### src/rtl/instr_mem_pkg.sv
// rtl/instr_mem_pkg.sv - shared fault codes and FSM state type for the instruction fetch memory
// Contents: fault_e (2-bit fetch fault code), state_e (RUN/PROG operating mode).
package instr_mem_pkg;

    // Bit 0 flags a misaligned pc, bit 1 flags a fetch that runs past the array.
    typedef enum logic [1:0] {
        FLT_OK       = 2'b00,
        FLT_MISALIGN = 2'b01,
        FLT_RANGE    = 2'b10,
        FLT_BOTH     = 2'b11
    } fault_e;

    typedef enum logic {
        ST_RUN  = 1'b0,
        ST_PROG = 1'b1
    } state_e;

endpackage

### src/rtl/instr_byte_ram.sv
// rtl/instr_byte_ram.sv - byte array with one byte write port and one async 4-byte little-endian read
// Ports:
//   clk    in   clock, write on rising edge
//   we     in   byte write enable
//   waddr  in   byte write address
//   wdata  in   byte write data
//   raddr  in   byte address of the lowest byte of the 32-bit read
//   rdata  out  {mem[raddr+3], mem[raddr+2], mem[raddr+1], mem[raddr]}
module instr_byte_ram #(
    parameter int DEPTH_BYTES = 64,
    parameter int AW          = $clog2(DEPTH_BYTES)
) (
    input  logic          clk,
    input  logic          we,
    input  logic [AW-1:0] waddr,
    input  logic [7:0]    wdata,
    input  logic [AW-1:0] raddr,
    output logic [31:0]   rdata
);

    // Contents deliberately have no reset: a loaded program survives reset.
    logic [7:0] mem [DEPTH_BYTES];

    logic [AW-1:0] raddr1;
    logic [AW-1:0] raddr2;
    logic [AW-1:0] raddr3;

    assign raddr1 = raddr + AW'(1);
    assign raddr2 = raddr + AW'(2);
    assign raddr3 = raddr + AW'(3);

    always_ff @(posedge clk) begin
        if (we) begin
            mem[waddr] <= wdata;
        end
    end

    // The read is only meaningful for an in-range, aligned address; the
    // caller discards it otherwise.
    assign rdata = {mem[raddr3], mem[raddr2], mem[raddr1], mem[raddr]};

endmodule

### src/rtl/instr_mem_fetch.sv
// rtl/instr_mem_fetch.sv - run-time loadable instruction memory with registered fetch response
// Ports:
//   clk, reset                   clock, synchronous active-high reset
//   req_valid/req_ready/req_pc   fetch request handshake and byte pc
//   rsp_valid/rsp_ready          registered response handshake
//   rsp_instr/rsp_fault          fetched word (NOP_CODE on fault) and fault code
//   prog_en/prog_active          program-mode request and registered mode indication
//   prog_we/prog_addr/prog_data  byte program port, honoured only while prog_active
//   prog_err                     sticky flag: out-of-range program write seen
module instr_mem_fetch
    import instr_mem_pkg::*;
#(
    parameter int          ADDR_W      = 32,
    parameter int          DEPTH_BYTES = 64,
    parameter logic [31:0] NOP_CODE    = 32'h0000_0000
) (
    input  logic              clk,
    input  logic              reset,
    input  logic              req_valid,
    output logic              req_ready,
    input  logic [ADDR_W-1:0] req_pc,
    output logic              rsp_valid,
    input  logic              rsp_ready,
    output logic [31:0]       rsp_instr,
    output logic [1:0]        rsp_fault,
    input  logic              prog_en,
    output logic              prog_active,
    input  logic              prog_we,
    input  logic [ADDR_W-1:0] prog_addr,
    input  logic [7:0]        prog_data,
    output logic              prog_err
);

    localparam int MEM_AW = (DEPTH_BYTES > 1) ? $clog2(DEPTH_BYTES) : 1;
    localparam logic [ADDR_W:0] DEPTH_EXT = (ADDR_W+1)'(DEPTH_BYTES);

    state_e state;

    logic              fetch_fire;
    logic              pc_misalign;
    logic              pc_out_of_range;
    logic [ADDR_W:0]   pc_last;
    logic [1:0]        fetch_fault;
    logic              prog_in_range;
    logic              ram_we;
    logic [31:0]       ram_rdata;

    // A pending response must be taken before another fetch is accepted, and
    // program mode (or a request for it) blocks fetches entirely.
    assign req_ready  = (state == ST_RUN) & ~prog_en & (~rsp_valid | rsp_ready);
    assign fetch_fire = req_valid & req_ready;

    // The last byte address is formed one bit wider so a pc near the top of
    // the address space reports out of range instead of wrapping to 0.
    assign pc_last         = {1'b0, req_pc} + (ADDR_W+1)'(3);
    assign pc_misalign     = (req_pc[1:0] != 2'b00);
    assign pc_out_of_range = (pc_last >= DEPTH_EXT);
    assign fetch_fault     = {pc_out_of_range, pc_misalign};

    assign prog_in_range = ({1'b0, prog_addr} < DEPTH_EXT);
    assign ram_we        = (state == ST_PROG) & prog_we & prog_in_range;

    instr_byte_ram #(
        .DEPTH_BYTES (DEPTH_BYTES),
        .AW          (MEM_AW)
    ) u_ram (
        .clk   (clk),
        .we    (ram_we),
        .waddr (prog_addr[MEM_AW-1:0]),
        .wdata (prog_data),
        .raddr (req_pc[MEM_AW-1:0]),
        .rdata (ram_rdata)
    );

    always_ff @(posedge clk) begin
        if (reset) begin
            state       <= ST_RUN;
            prog_active <= 1'b0;
            prog_err    <= 1'b0;
            rsp_valid   <= 1'b0;
            rsp_instr   <= NOP_CODE;
            rsp_fault   <= FLT_OK;
        end else begin
            case (state)
                ST_RUN: begin
                    // Enter program mode only once the output register is empty.
                    if (prog_en && !rsp_valid) begin
                        state       <= ST_PROG;
                        prog_active <= 1'b1;
                    end
                end
                ST_PROG: begin
                    if (prog_we && !prog_in_range) begin
                        prog_err <= 1'b1;
                    end
                    if (!prog_en) begin
                        state       <= ST_RUN;
                        prog_active <= 1'b0;
                    end
                end
                default: begin
                    state       <= ST_RUN;
                    prog_active <= 1'b0;
                end
            endcase

            if (fetch_fire) begin
                rsp_valid <= 1'b1;
                rsp_fault <= fetch_fault;
                rsp_instr <= (fetch_fault != FLT_OK) ? NOP_CODE : ram_rdata;
            end else if (rsp_ready) begin
                rsp_valid <= 1'b0;
            end
        end
    end

endmodule

### config.mk
export PLATFORM = sky130hd
export DESIGN_NAME = instr_mem_fetch
export DESIGN_NICKNAME = d
export VERILOG_FILES = /design/src/rtl/instr_mem_pkg.sv /design/src/rtl/instr_byte_ram.sv /design/src/rtl/instr_mem_fetch.sv
export SDC_FILE = /design/constraint.sdc
export NUM_CORES = 1
export LEC_CHECK = 0
export BUFFER_PORTS_ARGS = -buffer_cell sky130_fd_sc_hd__buf_2
export CELL_PAD_IN_SITES_DETAIL_PLACEMENT = 1
export CELL_PAD_IN_SITES_GLOBAL_PLACEMENT = 1
export CORE_MARGIN = 3
export CORE_UTILIZATION = 58
export DETAILED_ROUTE_END_ITERATION = 7
export HOLD_SLACK_MARGIN = 0.06
export PLACE_DENSITY_LB_ADDON = 0.1
export RECOVER_POWER = 25
export SLEW_MARGIN = 20
export SYNTH_ARGS = -nofsm -noshare
export SYNTH_HDL_FRONTEND = slang
export SYNTH_HIERARCHICAL = 1
export SYNTH_SLANG_ARGS = --single-unit
### constraint.sdc
create_clock -name clk -period 10.25 [get_ports clk]
set_input_delay 0.5125 -clock clk [delete_from_list [all_inputs] [get_ports clk]]
set_output_delay 0.5125 -clock clk [all_outputs]
set_load 0.05 [all_outputs]
==> metrics <==
Post-Synth Adder-Cell Area=0.145%; Tightest Hold Check Type=in2reg; Synth area leaders=edfxtp_1, mux4_2, mux2i_1; required time worst endpoint=10790 ps; Final WS setup=5340 ps; H-tree levels=2; via/cell ratio=8.35; pin count of the biggest net entering global routing=139; HPWL Detailed=91.2 mm; DR pass1 iterations=8; Tcrit/Tclk final=47.9%; count of state elements after synthesis=550; Sequential Power Share=43.1%; hold slack=168 ps; largest family of logic cells by synthesized area=multiplexers; antenna violations before repair=11; Total GRT Usage=43.5%; postcts setup bufs=0; CTS root buffer=clkbuf_16; max_slew headroom=-114%; Max Root-Sink Buffers=3; pre-CTS setup slack=4860 ps; syn nets=2363; CTS sink count=550; post-synthesis simple-gate area fraction=7.40%; Routed Antenna Nets=0; CTS Hold Bufs=0; CTS resizes=0; CP arrival=5440 ps; dpl cell area=35800 um^2; first-pass GRT wire length=194 mm; post-synthesis xor/xnor area fraction=0.673%; syn_area_per_cell=15.2 um^2; GPL Wtd Cong=1.04; worst skew pair latency=650 ps; synthesized area=34600 um^2; post-synthesis cell type count=77; area of the core=58400 um^2; Overflow after GRT=0; routed len/inst=43.2 um; Layout area overhead=9.18%; Reg clk slew, reported paths=60 ps; starting density of the core=59.3%; final instance area=37800 um^2; logic gate share of total power=18.7%; maximum vdd drop=0.000158 V; Final min period=4910 ps; Psw=1.61 mW; CP Capture Type=register; Power Dens Cells=151 nW/um^2; worst clock skew=32.4 ps; final net count=2418; crit start category=primary input; Setup Viol. Count Final=0; Post-Syn Instances=2281; die height=250 um; top cell type's share of synthesized area=44.4%; Initial DRC Count=4405; outcome=complete, but fails checks; Post-synth EDFFs=512; YS warnings=6; ratio of cells with drive above 1 in the final layout=34.0%; CP Class=in2reg; Num CTS Buffers=58; final core utilization=64.7%; Hold Violations, Final=0; internal power=4.09 mW; number of buffers added on ports=115; CP Max Fanout=70; number of global-route vias before repair=25800; Setup TNS Final=0 ps; io pins=116; worst reg2reg path depth=4; Die ar.=62600 um^2; Slew @ Worst Pin=3210 ps; DR DRC count=0; switch share=28.2%; Pleak=12.5 nW; compound-cell area share of the yosys netlist=5.76%; sequential cell area fraction in the yosys report=46.6%; multiplexer share of the synthesized area=36.0%; RSZ-0062 raised after global routing=no; hold path cells=3; post-synthesis async set-or-reset flop share=0%; Die Wd=250 um; Clk pwr share=38.2%; Synth area leader=edfxtp_1; failing checks=max-capacitance violations, max-slew violations; Vias=26300; Row Count=88; CTS tree=done; f_max=0.204 GHz; final WL=136 mm; top_reg_cell synth=edfxtp_1; max-slew violation count=325; Max Cap Viol=5
==> kinds of logic (layout without fill, tap and decap cells) <==
family,Yosys count,after routing
compound gates,284,284
flops,550,550
fa+ha+maj,4,4
simple gates,559,559
mux,649,649
other cells,0,5
buf+inv,214,317
xor+xnor,21,21
==> state kept, by name, summed over array words and instances, names as in the netlist <==
signal,cells
prog_active,1
rsp_fault,2
state,1
prog_err,1
rsp_instr,32
u_ram/mem,512
rsp_valid,1
==> per-layer routing <==
layer	track usage, %	share of wire, %	up-vias
li1	-	-	9753
met1	57.9	33	13600
met2	61.0	43	2542
met3	19.3	18	478
met4	21.9	6.5	6
met5	0	0.032	-
==> metrics by stage <==
step | instances | total power, mW
floorplan | 2281 | 3.14
finish | 3154 | 5.69
detailed placement | 3041 | 3.50
CTS | 3149 | 5.65
global route | 3149 | 5.81
global placement | 3041 | 3.48
==> critical path, stage by stage <==
cell	delay, ps
buf_8	450
inv_1	590
ha_4	990
buf_4	770
mux4_2	440
nand2_1	110
a21oi_1	90
nor4_1	880
nor2_1	110
a22o_1	240
==> power groups by stage <==
stage          logic [mW]  clock network, mW  registers (mW)
2_1_floorplan       0.635                  0            2.51
6_report             1.06               2.18            2.46
3_5_place_dp         1.00                  0            2.50
3_3_place_gp        0.977                  0            2.50
5_1_grt              1.08               2.28            2.46
4_1_cts              1.01               2.18            2.45
==> placed cells by master, fill, tap and decap left out, types with 16 or more instances in the layout <==
cell type,Yosys,routed
buf_4,47,75
nor2_1,121,112
a31oi_1,31,31
nand3_1,96,96
a22o_1,37,37
nand2_1,225,225
o21ai_0,22,22
clkbuf_1,53,18
clkbuf_16,0,59
a21oi_1,54,53
mux2i_1,159,159
buf_2,71,108
o22ai_1,36,36
nand4_1,27,27
nor3_1,23,23
mux4_2,474,474
edfxtp_1,512,512
a32oi_1,19,19
a22oi_1,22,22
dfxtp_1,38,38
mux2_2,16,16
==> cell usage after synthesis (6+ instances only) <==
cell type  number
and4_1          9
nand2_1       225
clkbuf_1       53
mux2_2         16
a22oi_1        22
nand3_1        96
buf_2          71
o31ai_1         7
nor4_1         13
nor2b_1         7
buf_4          47
o211ai_1        6
a21oi_1        54
mux2i_1       159
a221oi_1        6
xor2_1          6
mux4_2        474
o21ai_0        22
nor2_1        121
nand4_1        27
dfxtp_1        38
a211oi_1        7
buf_1          12
a31oi_1        31
inv_1          14
xnor2_1        10
a32oi_1        19
a22o_1         37
buf_6          15
nor3_1         23
o22ai_1        36
edfxtp_1      512
and3_1          6
==> final timing paths <==
| path | startpoint | end | slack, ps |
|---|---|---|---|
| worst max-delay path | req_pc[1] | rsp_instr[20]$_SDFFE_PP0P_ | 5340 |
| worst min-delay path | prog_en | state$_SDFF_PP0_ | 170 |
| worst max register to register | state$_SDFF_PP0_ | u_ram/mem[37][3]$_DFFE_PP_ | 6950 |
| worst min register to register | rsp_instr[5]$_SDFFE_PP0P_ | rsp_instr[5]$_SDFFE_PP0P_ | 480 |
==> final cells by class <==
class,instances,area (um^2)
tap,765,957
inverter,16,60.1
clock buffer,77,1590
multi-input combinational,1517,17500
fill,5198,20600
sequential,550,16100
timing repair buffer,193,1210
clock inverter,31,340
antenna,5,12.5
Note: power is estimated with default switching activity, not from simulation.
